[config.mk]
export PLATFORM = sky130hd
export DESIGN_NAME = mtm_alu_serializer
export DESIGN_NICKNAME = d
export VERILOG_FILES = /design/src/rtl/mtm_alu_serializer.sv
export SDC_FILE = /design/constraint.sdc
export NUM_CORES = 1
export LEC_CHECK = 0
export ABC_AREA = 1
export ABC_CLOCK_PERIOD_IN_PS = 2500
export CAP_MARGIN = 25
export CORE_ASPECT_RATIO = 0.8
export CORE_UTILIZATION = 53
export DETAILED_ROUTE_END_ITERATION = 16
export GPL_ROUTABILITY_DRIVEN = 0
export GPL_TIMING_DRIVEN = 0
export PLACE_DENSITY = 0.87
export SYNTH_ARGS = -nofsm -noshare
export SYNTH_HDL_FRONTEND = slang
export SYNTH_SLANG_ARGS = --single-unit
[constraint.sdc]
create_clock -name clk -period 2.5 [get_ports clk]
set_clock_uncertainty 0.15 [all_clocks]
set_input_delay 0.25 -clock clk [delete_from_list [all_inputs] [get_ports clk]]
set_output_delay 0.25 -clock clk [all_outputs]
set_load 0.01 [all_outputs]
[src/rtl/mtm_alu_serializer.sv]
// Serial output stage of the ALU: one accepted result becomes 4 data frames + 1 control
// frame (or 1 control frame on error). Optional build macro: MTM_ALU_SER_CRC_EN.
module mtm_alu_serializer #(
    parameter int IFG = 0
) (
    input  logic        clk,
    input  logic        rst,
    input  logic [31:0] C_in,
    input  logic [7:0]  CTL_in,
    input  logic        valid_in,
    output logic        ready_out,
    output logic        sout,
    output logic [2:0]  o_dbg_state
);

    typedef enum logic [2:0] {
        S_IDLE, S_START, S_TYPE, S_DATA, S_STOP, S_GAP
    } state_t;

    localparam bit         HAS_GAP  = (IFG > 0);
    localparam logic [2:0] GAP_LAST = 3'(IFG - 1);

    state_t      r_state;
    state_t      w_state_nxt;
    logic [2:0]  r_frame_cnt, w_frame_nxt;
    logic [2:0]  r_bit_cnt, w_bit_nxt;
    logic [2:0]  r_gap_cnt, w_gap_nxt;
    logic [31:0] r_c;
    logic [7:0]  r_ctl;
    logic        r_sout;

    logic        w_err;
    logic        w_last_frame;
    logic        w_frame_end;
    logic        w_ready;
    logic        w_accept;
    logic [7:0]  w_ctl_tx;
    logic [7:0]  w_payload;
    logic        w_bit;

    // Handshake: a transaction is taken on a rising edge where valid_in and ready_out are
    // both high; ready_out is high in IDLE and while the last bit of a transaction is being
    // launched, so a waiting request chains on with no idle bit in between.
    assign w_err        = r_ctl[7];
    assign w_last_frame = w_err || (r_frame_cnt == 3'd4);
    assign w_frame_end  = (r_state == S_STOP && !HAS_GAP) ||
                          (r_state == S_GAP && r_gap_cnt == GAP_LAST);
    assign w_ready      = (r_state == S_IDLE) || (w_frame_end && w_last_frame);
    assign w_accept     = valid_in && w_ready;

`ifdef MTM_ALU_SER_CRC_EN
    function automatic logic [2:0] crc3(input logic [36:0] d);
        logic [2:0] c;
        logic       fb;
        c = 3'b000;
        for (int i = 36; i >= 0; i--) begin
            fb = c[2] ^ d[i];
            c  = {c[1], c[0] ^ fb, fb};
        end
        return c;
    endfunction

    assign w_ctl_tx = w_err ? r_ctl : {r_ctl[7:3], crc3({r_c, 1'b0, r_ctl[6:3]})};
`else
    assign w_ctl_tx = r_ctl;
`endif

    always_comb begin
        w_payload = w_ctl_tx;
        if (!w_err) begin
            case (r_frame_cnt)
                3'd0:    w_payload = r_c[31:24];
                3'd1:    w_payload = r_c[23:16];
                3'd2:    w_payload = r_c[15:8];
                3'd3:    w_payload = r_c[7:0];
                default: w_payload = w_ctl_tx;
            endcase
        end
    end

    // The bit chosen here appears on sout one clock later through r_sout.
    always_comb begin
        case (r_state)
            S_START: w_bit = 1'b0;
            S_TYPE:  w_bit = w_last_frame;
            S_DATA:  w_bit = w_payload[3'd7 - r_bit_cnt];
            default: w_bit = 1'b1;
        endcase
    end

    always_comb begin
        w_state_nxt = r_state;
        w_frame_nxt = r_frame_cnt;
        w_bit_nxt   = r_bit_cnt;
        w_gap_nxt   = r_gap_cnt;
        case (r_state)
            S_IDLE: begin
                if (w_accept) begin
                    w_state_nxt = S_START;
                    w_frame_nxt = 3'd0;
                end
            end
            S_START: w_state_nxt = S_TYPE;
            S_TYPE: begin
                w_state_nxt = S_DATA;
                w_bit_nxt   = 3'd0;
            end
            S_DATA: begin
                w_bit_nxt = r_bit_cnt + 3'd1;
                if (r_bit_cnt == 3'd7) w_state_nxt = S_STOP;
            end
            S_STOP: begin
                if (HAS_GAP) begin
                    w_state_nxt = S_GAP;
                    w_gap_nxt   = 3'd0;
                end
            end
            S_GAP:   w_gap_nxt = r_gap_cnt + 3'd1;
            default: w_state_nxt = S_IDLE;
        endcase
        if (w_frame_end) begin
            if (!w_last_frame) begin
                w_state_nxt = S_START;
                w_frame_nxt = r_frame_cnt + 3'd1;
            end else if (w_accept) begin
                w_state_nxt = S_START;
                w_frame_nxt = 3'd0;
            end else begin
                w_state_nxt = S_IDLE;
            end
        end
    end

    always_ff @(posedge clk or negedge rst) begin
        if (!rst) begin
            r_state     <= S_IDLE;
            r_frame_cnt <= 3'd0;
            r_bit_cnt   <= 3'd0;
            r_gap_cnt   <= 3'd0;
            r_c         <= 32'd0;
            r_ctl       <= 8'd0;
            r_sout      <= 1'b1;
        end else begin
            r_state     <= w_state_nxt;
            r_frame_cnt <= w_frame_nxt;
            r_bit_cnt   <= w_bit_nxt;
            r_gap_cnt   <= w_gap_nxt;
            r_sout      <= w_bit;
            if (w_accept) begin
                r_c   <= C_in;
                r_ctl <= CTL_in;
            end
        end
    end

    assign ready_out   = w_ready;
    assign sout        = r_sout;
    assign o_dbg_state = r_state;

endmodule

==> impl_metrics.yaml, run 1 <==
outcome:
  status: "complete, no violations"
floorplan:
  core-area_um2: 4760
  die_y_um: 66.2
  io_pins: 48
  initial_core_util: 0.573
  fp.dieW_um: 82.2
  fp-row-count: 22
  die_area_um2: 5440
global_route:
  grt_pass1_vias: 1962
  top_usage_layer: "met2"
  grtUsageMet3: 0.0469
  grt_pass1_wl_um: 9180
  use_met2: 0.365
  met1_usage: 0.320
  track_usage: 0.232
  antenna_found_initial: 0
  grt_overflow_total: 0
  grt_max_degree: 28
setup_path:
  r2r_end: "sout"
  worstPathRequired_ps: 2600
  crit_arrival_ps: 2390
  worstSetupEndpointType: "flop"
  startpoint: "r_frame_cnt[2]"
  r2r_slack_ps: 210
  reg2regPathDepth: 14
  worst-setup-path-type: "flop to flop"
  start_kind: "flop"
  reg2reg_from: "r_frame_cnt[2]"
  path_max_fanout: 10
power_and_ir_drop:
  powerDensity_nw_per_um2: 1120
  combPwrFrac: 0.467
  p_int_mw: 2.41
  p_total_mw: 3.81
  seqPwrFrac: 0.412
  ir_worst_vdd_mv: 0.584
  power.share.clock: 0.121
  switching_power_mw: 1.40
  switching_share: 0.367
  p_leak_nw: 1.68
logic_synthesis:
  synthDistinctLibCells: 26
  synth_top_family_by_area: "multiplexers"
  synth-simple-area-share: 0.155
  netlist.area_leader.share: 0.477
  synth_area_leaders: "dfrtp_1 (48%), mux2_4 (15%), nand2_1 (8.5%), ha_1 (4.1%), nand3_1 (3.5%)"
  ys_seq_elements: 53
  syn_inst: 265
  avgSynthCellArea_um2: 10.3
  synth_mux_area_frac: 0.198
  synth_area_um2: 2730
  synthesis.nets: 317
  yosys.area.top_type: "dfrtp_1"
  synth-adder-area-share: 0.0413
  synthXorXnorAreaFrac: 0.00321
  ys_seq_area_frac: 0.486
  synth_compound_area_frac: 0.0610
  ys_warn_count: 0
clock_tree:
  cts_tree: "yes"
  worstSkewPairLatency_ps: 300
  postCtsSetupRepairBufs: 0
  clock_sinks: 53
  htree_num_levels: 2
  cts_made_buffers: 5
  root_buffer: "clkbuf_8"
  cts.clk_slew.worst_paths_ps: 90
  clockBufferDepth: 2
drt:
  drtAntennaViolNets: 0
  routed_wl_um: 5710
  drt_iter0_markers: 169
  drt-pass1-iter-count: 4
  drc_errors: 0
  post_drt_wl_per_cell_um: 14.9
  routed_via_density: 5.27
  via_count: 2013
placed_design:
  port_buffers: 47
  dp_hpwl_um: 4360
  pre_cts_ws_ps: 128
sta:
  worst_pin_slew_ps: 603
  slew_viol_final: 0
  setup_violations: 0
  worst_slack_ps: 209
  rsz0062_at_grt: "false"
  slew_headroom: 0.598
  hold_viol_final: 0
  fin_crit_ps: 2290
  fmax_mhz: 436
  min_period_over_period: 0.917
layout:
  final_cell_mix: "nand2_1 (62), dfrtp_1 (52), clkdlybuf4s50_1 (45)"
  final_nets: 373
  diodes: 0
  drive_above_1_share: 0.171
  layout.cells.most_common: "nand2_1"
  syn2layout_area_growth_pct: 24.3
flow_run:
  max_cap_viol_count: 0
min_path:
  holdCritPathClass: "input pin to async pin"
==> kinds of logic (layout without fill, tap and decap cells) <==
logic type	count (synthesis)	after routing
flops	53	53
fa+ha+maj	9	9
buf+inv	32	89
xor+xnor	1	1
simple gates	103	103
mux	39	39
compound gates	28	28
==> per-stage QoR <==
step	util	setup TNS [ps]	area, µm²	hold WS (ps)	std cells
after floorplan	-	0	2730	-196	265
final	0.713	0	3390	333	382
after global placement	0.688	-26400	3270	318	372
after global routing	0.713	0	3390	378	382
after CTS	0.712	0	3390	341	382
after detailed placement	0.691	0	3290	139	373
==> cell type report <==
| class | count | area, µm² |
|---|---|---|
| Clock buffer | 7 | 76.3 |
| Tap cell | 60 | 75.1 |
| Clock inverter | 1 | 7.51 |
| Fill cell | 338 | 1370 |
| Buffer | 6 | 53.8 |
| Timing Repair Buffer | 49 | 494 |
| Multi-Input combinational cell | 180 | 1260 |
| Inverter | 26 | 97.6 |
| Sequential cell | 53 | 1330 |
==> registers in the layout, indices dropped and copies added (netlist names) <==
| signal | flops |
|---|---|
| o_dbg_state | 3 |
| r_bit_cnt | 3 |
| r_c | 32 |
| r_ctl | 8 |
| r_frame_cnt | 3 |
| r_gap_cnt | 3 |
| sout | 1 |
==> synth_stat cells, drive strengths merged <==
| master | count |
|---|---|
| nor2 | 20 |
| buf | 5 |
| clkinv | 1 |
| dfstp | 1 |
| a21oi | 9 |
| nand2 | 63 |
| ha | 9 |
| nand4 | 1 |
| o22ai | 1 |
| inv | 25 |
| o31ai | 1 |
| nand3 | 19 |
| mux2 | 39 |
| clkbuf | 1 |
| xnor2 | 1 |
| o32ai | 1 |
| o21ai | 16 |
| dfrtp | 52 |
==> power groups by stage <==
stage | Sequential, mW | Combinational, mW | Clock (mW)
2_1_floorplan | 1.49 | 1.32 | 0
3_3_place_gp | 1.55 | 1.68 | 0
3_5_place_dp | 1.57 | 1.77 | 0
4_1_cts | 1.56 | 1.78 | 0.473
5_1_grt | 1.61 | 1.97 | 0.519
6_report | 1.57 | 1.78 | 0.459
==> critical path, stage by stage, from the launching register on <==
cell      delay [ps]
dfrtp_1          450
inv_2            180
clkbuf_2         280
ha_1             190
clkbuf_1         290
nand2_1           90
nand2_1          100
nor2_1            60
nand2_1           50
nand2_1           60
nand2_1           60
a21oi_1           60
nand2_1           50
nand3_1           80
nand2_1           80
==> worst max-delay path by stage <==
stage,cells after the start,slack [ps],end
final,14,210,sout
after floorplan,9,450,r_c[17]
after detailed placement,14,130,sout
after CTS,14,60,sout
after global placement,1,-510,r_c[18]
after global routing,14,30,sout
==> per-layer routing <==
layer  share of wire  vias up
met5               0        -
met4           0.015        0
li1                -      981
met3           0.067       11
met2            0.47       61
met1            0.45      960
==> repair_timing <==
item,CTS,global route
hold buffers,1,0
endpoints found under the hold margin,26,0
gates resized for setup,3,1
setup endpoints to repair,1,1
No activity file was read; power rests on OpenSTA's default activity.
==> run 2: changes to the inputs <==
Settings changed: ABC_CLOCK_PERIOD_IN_PS 2500 to 2400.
Clock period 2.5 ns to 2.4 ns, I/O delays scaled along.
==> run 2 against run 1 <==
Sequential share of layout area about the same. Power increased by 4.1%. Final cell count fell by 0.26%. Clock power is 3% higher. Combinational power increased by 4%. Sequential power grew 4%.
==> impl_metrics.yaml, run 2 (same netlist as run 1, synthesis figures left out) <==
sta:
  hold_viol_final: 0
  worst_pin_slew_ps: 604
  fin_crit_ps: 2280
  slew_viol_final: 0
  slew_headroom: 0.597
  fmax_mhz: 439
  setup_violations: 0
  worst_slack_ps: 121
  rsz0062_at_grt: "false"
  min_period_over_period: 0.950
  hold_ws_ps: 324
clock_tree:
  clock_sinks: 53
  root_buffer: "clkbuf_8"
  htree_num_levels: 2
  postCtsSetupRepairBufs: 0
  cts_made_buffers: 5
  cts.clk_slew.worst_paths_ps: 90
  worstSkewPairLatency_ps: 300
  cts_tree: "yes"
  clockBufferDepth: 2
setup_path:
  reg2reg_from: "r_frame_cnt[0]"
  startpoint: "r_frame_cnt[0]"
  r2r_end: "r_c[31]"
  r2r_slack_ps: 190
  reg2regPathDepth: 9
  worst-setup-path-type: "flop to primary output"
  start_kind: "flop"
  worstPathRequired_ps: 2010
  worstSetupEndpointType: "primary output"
  crit_arrival_ps: 1890
  path_max_fanout: 4
power_and_ir_drop:
  p_leak_nw: 1.68
  ir_worst_vdd_mv: 0.606
  switching_power_mw: 1.45
  power.share.clock: 0.120
  powerDensity_nw_per_um2: 1170
  p_int_mw: 2.51
  seqPwrFrac: 0.412
  combPwrFrac: 0.468
  switching_share: 0.366
layout:
  syn2layout_area_growth_pct: 24.2
  diodes: 0
  largest_register_ffs: 32
  final_cell_mix: "nand2_1 (62), dfrtp_1 (52), clkdlybuf4s50_1 (45)"
  drive_above_1_share: 0.171
  final_area_um2: 3390
  seq_area_um2: 1330
  multi_input_area_um2: 1260
  n_fill_cell: 337
  regMostFlops: "r_c"
  fin_util: 0.712
  layout.cells.most_common: "nand2_1"
  fin_cells: 381
  reg_top3: "r_c (32), r_ctl (8)"
  final_nets: 372
floorplan:
  fp.dieW_um: 82.2
  die_y_um: 66.2
  initial_core_util: 0.573
  io_pins: 48
  fp-row-count: 22
  core-area_um2: 4760
  die_area_um2: 5440
global_route:
  grt_pass1_vias: 1962
  grt_pass1_wl_um: 9180
  grt_max_degree: 28
  grt_overflow_total: 0
  antenna_found_initial: 0
  track_usage: 0.232
drt:
  routed_via_density: 5.26
  drt_iter0_markers: 165
  post_drt_wl_per_cell_um: 15.0
  routed_wl_um: 5710
  drc_errors: 0
  via_count: 2003
  drtAntennaViolNets: 0
  drt-pass1-iter-count: 4
placed_design:
  pre_cts_ws_ps: 27.8
  dp_hpwl_um: 4360
  place_area_um2: 3290
  dp.cells: 373
  port_buffers: 47
outcome:
  status: "complete, no violations"
min_path:
  holdCritPathClass: "input pin to async pin"
flow_run:
  max_cap_viol_count: 0
run 2: cell types whose count changed in the layout (fill, tap and decap cells not counted), sizes merged:
cell and delta:
clkbuf -2, buf +1
run 2: worst max-delay path by stage:
stage / end / slack [ps] / depth (start not counted)
after floorplan: r_c[17] / 350 / 9
after global placement: r_c[18] / -600 / 1
after detailed placement: sout / 30 / 14
after CTS: ready_out / 120 / 7
after global routing: ready_out / 10 / 7
final: ready_out / 120 / 7
run 2: layout make-up:
| type | count | share of cell area |
|---|---|---|
| Inverter | 26 | 0.0288 |
| Tap cell | 60 | 0.0221 |
| Multi-Input combinational cell | 180 | 0.372 |
| Clock inverter | 1 | 0.00221 |
| Clock buffer | 7 | 0.0225 |
| Sequential cell | 53 | 0.392 |
| Timing Repair Buffer | 49 | 0.146 |
| Buffer | 5 | 0.0148 |
run 2: what timing repair did:
action                                  4_1_cts  5_1_grt
endpoints found under the hold margin        26        0
resized for setup                             4        0
pin swaps                                     0        0
endpoints found under the setup margin        2        1
hold buffers                                  1        0
run 2: through the flow:
stage	power (mW)	setup TNS, ps
after global routing	4.27	0
after floorplan	2.93	0
after detailed placement	3.48	0
final	3.97	0
after global placement	3.37	-31130
after CTS	3.98	0
run 2: routing by layer:
layer / vias to the layer above / share of wire / global-route usage
met1: 954 / 0.46 / 0.320
li1: 979 / - / -
met5: - / 0 / 0
met4: 0 / 0.015 / 0.0768
met3: 11 / 0.066 / 0.0469
met2: 59 / 0.46 / 0.365
run 2: worst max-delay path, cell delays in order, from the launching register on:
cell and delay (ps):
dfrtp_1 410, inv_1 120, ha_2 230, clkinv_1 120, o21ai_4 200, inv_2 70, o21ai_4 150, dlygate4sd2_1 290
run 2: power groups by stage:
stage	registers, mW	logic [mW]	clock network (mW)
finish	1.64	1.86	0.475
CTS	1.63	1.85	0.493
floorplan	1.55	1.38	0
global route	1.68	2.05	0.540
global placement	1.61	1.75	0
detailed placement	1.63	1.84	0
